<file path="config.mk">
export PLATFORM = sky130hd
export DESIGN_NAME = apb_region_decoder
export DESIGN_NICKNAME = d
export VERILOG_FILES = /design/src/rtl/apb_pkg.sv /design/src/rtl/apb_wait_watchdog.sv /design/src/rtl/apb_region_decoder.sv
export SDC_FILE = /design/constraint.sdc
export NUM_CORES = 1
export LEC_CHECK = 0
export CORE_ASPECT_RATIO = 1.4
export CORE_MARGIN = 2
export CORE_UTILIZATION = 41
export CTS_CLUSTER_SIZE = 20
export DETAILED_ROUTE_END_ITERATION = 6
export PLACE_DENSITY_LB_ADDON = 0.08
export SYNTH_ARGS = -nofsm -noshare
export SYNTH_HDL_FRONTEND = slang
export SYNTH_SLANG_ARGS = --single-unit
</file>
<file path="constraint.sdc">
create_clock -name clk -period 3.5 [get_ports clk]
set_clock_uncertainty 0.15 [all_clocks]
set_input_delay 0.525 -clock clk [delete_from_list [all_inputs] [get_ports clk]]
set_output_delay 0.525 -clock clk [all_outputs]
set_load 0.01 [all_outputs]
</file>
<file path="src/rtl/apb_pkg.sv">
// Shared APB definitions: transfer state encoding, default region map and error read data.
package apb_pkg;

  typedef enum logic {
    IDLE,
    ACCESS
  } apb_state_e;

  localparam int unsigned APB_MAX_WAIT_STATES = 32;

  // Region 0 sits in the least significant ADDR_W slice.
  localparam logic [127:0] APB_REGION_BASE = {
    32'h8c00_0700, 32'h8c00_0600, 32'h8c00_0500, 32'h8c00_0000
  };
  localparam logic [127:0] APB_REGION_LIMIT = {
    32'h8c00_0FFC, 32'h8c00_06FC, 32'h8c00_05FC, 32'h8c00_04FC
  };

  localparam logic [31:0] APB_ERR_PRDATA = '0;

endpackage

</file>
<file path="src/rtl/apb_wait_watchdog.sv">
// Wait-state counter for one APB transfer; flags when MAX_WAIT wait states have elapsed.
module apb_wait_watchdog
  import apb_pkg::*;
#(
  parameter int unsigned MAX_WAIT = APB_MAX_WAIT_STATES
) (
  input  logic clk,
  input  logic rst,
  input  logic count_en,
  input  logic clear,
  output logic timeout
);

  localparam int unsigned CNT_W = $clog2(MAX_WAIT + 1);

  logic [CNT_W-1:0] wait_cnt;

  always_ff @(posedge clk or posedge rst) begin
    if (rst) begin
      wait_cnt <= '0;
    end else if (clear) begin
      wait_cnt <= '0;
    end else if (count_en) begin
      wait_cnt <= wait_cnt + 1'b1;
    end
  end

  assign timeout = (wait_cnt == CNT_W'(MAX_WAIT));

endmodule

</file>
<file path="src/rtl/apb_region_decoder.sv">
// APB address decoder / response mux with decode-error responses, wait-state
// watchdog and sticky error reporting.
module apb_region_decoder
  import apb_pkg::*;
#(
  parameter int unsigned N_SLAVES  = 4,
  parameter int unsigned ADDR_W    = 32,
  parameter int unsigned DATA_W    = 32,
  parameter int unsigned MAX_WAIT  = APB_MAX_WAIT_STATES,
  parameter logic [N_SLAVES*ADDR_W-1:0] REGION_BASE  = APB_REGION_BASE,
  parameter logic [N_SLAVES*ADDR_W-1:0] REGION_LIMIT = APB_REGION_LIMIT,
  parameter int unsigned ERR_CNT_W = 16
) (
  input  logic                       clk,
  input  logic                       rst,
  input  logic                       m_psel_i,
  input  logic                       m_penable_i,
  input  logic [ADDR_W-1:0]          m_paddr_i,
  output logic [DATA_W-1:0]          m_prdata_o,
  output logic                       m_pready_o,
  output logic                       m_pslverr_o,
  output logic [N_SLAVES-1:0]        s_psel_o,
  input  logic [N_SLAVES*DATA_W-1:0] s_prdata_i,
  input  logic [N_SLAVES-1:0]        s_pready_i,
  input  logic [N_SLAVES-1:0]        s_pslverr_i,
  input  logic                       err_clr_i,
  output logic                       err_irq_o,
  output logic [ERR_CNT_W-1:0]       err_count_o,
  output logic [ADDR_W-1:0]          err_addr_o,
  output logic                       err_timeout_o
);

  localparam int unsigned IDX_W = (N_SLAVES > 1) ? $clog2(N_SLAVES) : 1;

  apb_state_e        state;
  logic [IDX_W-1:0]  idx;
  logic              unmapped;
  logic [ADDR_W-1:0] addr_lat;

  logic              setup;
  logic              dec_hit;
  logic [IDX_W-1:0]  dec_idx;
  logic              done;
  logic              err_evt;
  logic              err_is_to;
  logic              wd_count;
  logic              wd_clear;
  logic              wd_timeout;

  assign setup = m_psel_i & ~m_penable_i;

  always_comb begin
    dec_hit = 1'b0;
    dec_idx = '0;
    for (int unsigned i = 0; i < N_SLAVES; i++) begin
      if (!dec_hit &&
          m_paddr_i >= REGION_BASE[i*ADDR_W +: ADDR_W] &&
          m_paddr_i <= REGION_LIMIT[i*ADDR_W +: ADDR_W]) begin
        dec_hit = 1'b1;
        dec_idx = IDX_W'(i);
      end
    end
  end

  // Slave readiness is tested before the watchdog so a slave completing in the
  // last tolerated cycle wins over the forced abort.
  always_comb begin
    s_psel_o    = '0;
    m_prdata_o  = '0;
    m_pready_o  = 1'b0;
    m_pslverr_o = 1'b0;
    done        = 1'b0;
    err_evt     = 1'b0;
    err_is_to   = 1'b0;
    wd_count    = 1'b0;
    wd_clear    = 1'b0;
    case (state)
      IDLE: begin
        if (setup && dec_hit) s_psel_o[dec_idx] = 1'b1;
      end
      ACCESS: begin
        if (!m_psel_i) begin
          wd_clear = 1'b1;
        end else if (unmapped) begin
          m_pready_o  = 1'b1;
          m_pslverr_o = 1'b1;
          m_prdata_o  = DATA_W'(APB_ERR_PRDATA);
          done        = 1'b1;
          err_evt     = 1'b1;
        end else if (s_pready_i[idx]) begin
          s_psel_o[idx] = 1'b1;
          m_pready_o    = 1'b1;
          m_pslverr_o   = s_pslverr_i[idx];
          m_prdata_o    = s_prdata_i[idx*DATA_W +: DATA_W];
          done          = 1'b1;
          wd_clear      = 1'b1;
        end else if (wd_timeout) begin
          m_pready_o  = 1'b1;
          m_pslverr_o = 1'b1;
          m_prdata_o  = DATA_W'(APB_ERR_PRDATA);
          done        = 1'b1;
          err_evt     = 1'b1;
          err_is_to   = 1'b1;
          wd_clear    = 1'b1;
        end else begin
          s_psel_o[idx] = 1'b1;
          wd_count      = 1'b1;
        end
      end
      default: ;
    endcase
  end

  always_ff @(posedge clk or posedge rst) begin
    if (rst) begin
      state    <= IDLE;
      idx      <= '0;
      unmapped <= 1'b0;
      addr_lat <= '0;
    end else begin
      case (state)
        IDLE: begin
          if (setup) begin
            state    <= ACCESS;
            idx      <= dec_idx;
            unmapped <= ~dec_hit;
            addr_lat <= m_paddr_i;
          end
        end
        ACCESS: begin
          if (!m_psel_i || done) state <= IDLE;
        end
        default: state <= IDLE;
      endcase
    end
  end

  apb_wait_watchdog #(
    .MAX_WAIT(MAX_WAIT)
  ) u_watchdog (
    .clk     (clk),
    .rst     (rst),
    .count_en(wd_count),
    .clear   (wd_clear),
    .timeout (wd_timeout)
  );

  always_ff @(posedge clk or posedge rst) begin
    if (rst) begin
      err_irq_o     <= 1'b0;
      err_count_o   <= '0;
      err_addr_o    <= '0;
      err_timeout_o <= 1'b0;
    end else if (err_evt) begin
      err_irq_o     <= 1'b1;
      err_addr_o    <= addr_lat;
      err_timeout_o <= err_is_to;
      if (err_clr_i) begin
        err_count_o <= ERR_CNT_W'(1);
      end else if (!(&err_count_o)) begin
        err_count_o <= err_count_o + 1'b1;
      end
    end else if (err_clr_i) begin
      err_irq_o   <= 1'b0;
      err_count_o <= '0;
    end
  end

endmodule

</file>
* Yosys cells after proc, flatten, opt, wreduce, memory -nomap -nowiden
Cells that the tools add are included.
Storage, ports and cells: input port bits 173, logic and storage cells 110, bits in registers 92, output and inout bits 88
Cells by class: shift operators 1, $lt $le $gt $ge 12, equal/unequal tests 2, bitwise operators 4, add/subtract/negate cells 2, multiplexer cells 60, reductions and logical operators 20
Operators with widths (number):
- 32-bit >= comparator (second input constant) | 4
- 32-bit less-or-equal comparator (second input constant) | 4
- 32-bit two-way mux | 4
- 128-bit by 8-bit indexed part select with 32-bit output | 1
- 16-bit two-way mux | 4
- 1-bit two-way mux | 37
- 4-bit two-way mux | 5
- 16-bit by 1-bit adder with 16-bit output (second input constant) | 1
- 16-bit AND reduction | 1
- 6-bit two-way mux | 2
- 1-bit logical AND | 10
- 4-bit case mux with 2 select lines | 1
- 6-bit by 1-bit adder with 6-bit output (second input constant) | 1
- 6-bit == test (second input constant) | 1
- 2-bit by 3-bit < comparator with 1-bit output (second input constant) | 2
- 1-bit binary-select mux with 2-bit select | 2
- 1-bit demux with 2-bit select | 2
- 2-bit by 1-bit >= comparator with 1-bit output (second input constant) | 2
- 1-bit logical NOT | 4
- 2-bit two-way mux | 2
- 2-bit AND reduction | 2
- 2-bit nonzero test | 2
- 1-bit NOT | 3
- 2-bit inequality test (second input constant) | 1
- 3 further kinds | 3

* Logic depth before layout (Yosys ltp)
word-level depth 21, depth in mapped cells 9, mapped depth without buffers 7

* Hierarchy
Synthesis repeated with hierarchy kept, for this count alone.
Second synthesis, totals: cell total of the unflattened synthesis 542, area, all modules 5170.0 µm²
By module, submodules not included:
- apb_region_decoder | seq. area each 2152.1 µm², area an instance 4863.4 µm², cells each 512, times used 1
- apb_wait_watchdog | seq. area each 150.1 µm², area an instance 306.5 µm², cells each 30, times used 1

* Worst setup path after synthesis
OpenSTA, ideal clock, no wires.
kind input to output, from input m_paddr_i[21], to output s_psel_o[0], path buffers 0, stages on the path 4, slack 951 ps, arrival time 1874 ps, data required time 2825 ps, path through or4b_1 > nor4_1 > and3_1 > a22o_1
On the way: longest elaborated chain between the ends 21, elaborated cells between the ends (all ways) 33, those cells by class order compare: 10; mux: 11; reduce/logical: 12
RTL lines:
- from (decl) | RTL line apb_region_decoder.sv:18 | input logic [ADDR_W-1:0] m_paddr_i,
- 32-bit >= comparator / 32-bit less-or-equal comparator (equally long branches) | RTL line apb_region_decoder.sv:57, apb_region_decoder.sv:58
- 1-bit logical AND | RTL line apb_region_decoder.sv:57 | m_paddr_i >= REGION_BASE[i*ADDR_W +: ADDR_W] &&
- 1-bit two-way mux | RTL line apb_region_decoder.sv:56 | if (!dec_hit &&
- 1-bit logical NOT | RTL line apb_region_decoder.sv:56
- 1-bit logical AND | RTL line apb_region_decoder.sv:56
- 1-bit logical AND | RTL line apb_region_decoder.sv:57
- 1-bit two-way mux | RTL line apb_region_decoder.sv:56
- 1-bit logical NOT | RTL line apb_region_decoder.sv:56
- [5 not listed]
- 1-bit logical AND | RTL line apb_region_decoder.sv:57
- 2-bit two-way mux | RTL line apb_region_decoder.sv:56
- 2-bit by 3-bit < comparator with 1-bit output (implied by the code) / 2-bit by 1-bit >= comparator with 1-bit output (equally long branches) | RTL line apb_region_decoder.sv:79 | if (setup && dec_hit) s_psel_o[dec_idx] = 1'b1;
- 1-bit logical AND (implied by the code) | RTL line apb_region_decoder.sv:79
- 1-bit two-way mux (implied by the code) | RTL line apb_region_decoder.sv:79
- 1-bit demux with 2-bit select | RTL line apb_region_decoder.sv:79
- 4-bit two-way mux (*) | RTL line apb_region_decoder.sv:79
- 4-bit case mux with 2 select lines (*) | RTL line apb_region_decoder.sv:77 | case (state)
- to (decl) | RTL line apb_region_decoder.sv:22 | output logic [N_SLAVES-1:0] s_psel_o,
Mark *: on every way between the ends. The rest lies on a longest branch, timed or not.

* Worst setup path after layout
from input m_paddr_i[22], to output s_psel_o[3]
Same word-level chain as after synthesis.

==> results.tsv <==
metric	value	unit
run_status	complete, no violations	
cts.root.buffer_cell	clkbuf_16	
post_route_non_filler_standard_cell_count	909	
layout.cell_area.non_filler	8423	sq um
final.setup.tns	0	ns
pnr_total_power	3638	uW
mappedNetlistArea	5181	sq um
grt_setup_unrepaired	false	
power_density_of_the_placed_cells	431.9	nW/um^2
critical_path.reg2reg.startpoint	u_watchdog.wait_cnt[0]	
detailed_place.area	8019	sq um
synth_cell_type_count	52	
drt-wirelength-per-cell	20.78	um
min_from	addr_lat[29]	
synth_edf_count	0	
die_width	99.01	um
antenna_violating_nets_post_route	0	
vdd_drop_max	0.3820	mV
worst_hold_path_type	reg -> reg	
detailed_place_hpwl	15.18	mm
end_kind	primary output	
yosys_register_bits	92	
netlist_instances	481	
yosys_warnings	0	
mappedNetlistNets	657	
dieHeight	137.0	um
placed_cells_incl_taps	881	
dominant_register_cell_in_the_synthesized_netlist	dfrtp_1	
overflow	0	
worstPathArrival	2.69	ns
first_pass_grt_wire_length	28.14	mm
static-leakage-power	0.003471	uW
route.vias.total	4964	
setup_viol_count_final	0	
drt-vias-per-instance	5.461	
worst_margin_slew	0.6338	ns
drive_above_1_share	0.1070	
synth_seq_area_share	0.4443	
tritoncts	built	
cts.path.max_buffers	2	
hold_slack	0.3283	ns
layout-area-overhead-vs-synth	62.57	%
insertion_delay	0.34	ns
holdPathStages	2	
timing.reg2reg.worst_path_depth	8	
number_of_buffer_cells_added_on_primary_ports	260	
gr-usage-all-layers	0.2766	
clk_pin_slew	0.07	ns
number_of_levels_in_the_clock_h_tree	3	
dr_pass1_iterations	4	
r2r-end	err_count_o[12]	
num_rows	48	
regToRegSetupSlack	0.76	ns
maxCapViolations	0	
worstPathRequired	2.82	ns
slew_viol_final	0	
drcViolationCount	0	
floorplan.initialDensity	0.4208	
timing.slew.headroom	0.5754	
startpoint_type	input port	
fmax	0.2971	GHz
post_syn_area_per_cell	10.77	sq um
die-area	13560	sq um
initialDrtViolationCount	199	
worst-setup-path-type	in -> out	
vias_in_the_first_global_route	5026	
whs_endpoint	addr_lat[29]	
num_io_pins	261	
cts_buffers	9	
drt-total-wl	18.89	mm
cts_hold_repair.buffers	0	
fin_crit_period	3.366	ns
post_layout_nets	919	
cts_num_sinks	92	
report.final.hold_viol_count	0	
timing.final.crit_share	0.9618	
placeableCoreArea	12310	sq um
grt_start_max_net_pins	38	
antenna_found_initial	19	
final_weighted_congestion_in_routability_driven_placement	0.9083	
synth-async-reset-ratio	1.000	
cp_max_fo	3	
[where the power goes]
part | switching, uW | internal [uW] | total (uW)
Combinational | 450 | 723 | 1170
Sequential | 137 | 1290 | 1430
Clock | 462 | 575 | 1040
Total | 1050 | 2590 | 3640
[state kept, by name, indices dropped and copies added (netlist names)]
signal,count
addr_lat,32
err_addr_o,32
err_count_o,16
u_watchdog.wait_cnt,6
idx,2
err_irq_o,1
err_timeout_o,1
state,1
unmapped,1
[area by class of cell]
class	count	area (sq um)
clock inverter	7	95.09
sequential	92	2303
timing repair buffer	279	2784
clock buffer	9	225.2
fill	983	3889
multi-input combinational	352	2765
antenna	11	27.53
inverter	9	35.03
tap	150	187.7
[placed cells by master (no fill, tap or decap), types with 11 or more instances in the layout]
| cell type | count |
|---|---|
| clkdlybuf4s50_1 | 258 |
| nand2_1 | 114 |
| dfrtp_1 | 91 |
| nor2b_1 | 35 |
| mux2_1 | 32 |
| mux4_2 | 28 |
| a21oi_1 | 18 |
| buf_4 | 16 |
| nor2_1 | 12 |
| diode_2 | 11 |
| nand3_1 | 11 |
[cells by family (layout without fill, tap and decap cells)]
group | after synthesis | count (layout) | share of synthesized area
simple gates | 219 | 219 | 0.2060
flops | 92 | 92 | 0.4443
mux | 68 | 68 | 0.2258
compound gates | 56 | 56 | 0.07414
buf+inv | 37 | 304 | 0.03236
xor+xnor | 6 | 6 | 0.01014
fa+ha+maj | 3 | 3 | 0.007245
other cells | 0 | 11 | 0
[layer usage]
metal	vias up	track usage	share of wire
met4	16	0.07915	0.016
met2	232	0.4756	0.51
met1	2411	0.2945	0.34
met3	32	0.1476	0.13
met5	-	0	0.0066
li1	2273	-	-
[cells in the mapped netlist (5+ instances only)]
cell type	number	share of area
o21ai_1	10	0.0097
nor2b_1	35	0.042
or4_1	6	0.0087
nor4_1	5	0.0060
mux4_1	6	0.030
or3_1	8	0.0097
nor2_1	12	0.0087
inv_1	9	0.0065
and3_1	7	0.0085
mux4_2	28	0.12
nand2_1	114	0.083
a21oi_1	18	0.017
clkbuf_1	18	0.013
dfrtp_1	92	0.44
nand3_1	12	0.012
o31ai_1	9	0.013
mux2_1	32	0.070
[how the worst max path moves through the flow]
| stage | slack (ns) | startpoint | endpoint |
|---|---|---|---|
| 2_1_floorplan | 0.43 | rst | addr_lat[0] |
| 3_3_place_gp | -0.10 | m_paddr_i[24] | s_psel_o[2] |
| 3_5_place_dp | -0.13 | m_paddr_i[24] | s_psel_o[0] |
| 4_1_cts | 0.03 | m_paddr_i[20] | s_psel_o[0] |
| 5_1_grt | 0.02 | m_paddr_i[22] | s_psel_o[1] |
| 6_report | 0.13 | m_paddr_i[22] | s_psel_o[3] |
[through the flow]
stage,util,setup WS [ns]
6_report,0.6841,0.1336
5_1_grt,0.6831,0.02198
4_1_cts,0.6793,0.02565
3_5_place_dp,0.6513,-0.1317
3_3_place_gp,0.6513,-0.1036
2_1_floorplan,-,0.4330
[what timing repair did]
action,4_1_cts,5_1_grt
cloned,0,0
setup buffers,0,1
endpoints found under the hold margin,0,0
setup endpoints to repair,4,3
resized for setup,5,5
pin swaps,1,3
[critical path, stage by stage]
cell and delay (ns):
clkdlybuf4s50_1 0.43, nor4_2 0.33, buf_4 0.16, nand3_2 0.13
nor4_4 0.25, buf_4 0.16, nand3_1 0.06, nand2_1 0.09
clkdlybuf4s50_1 0.54
No activity file was read; power rests on OpenSTA's default activity.
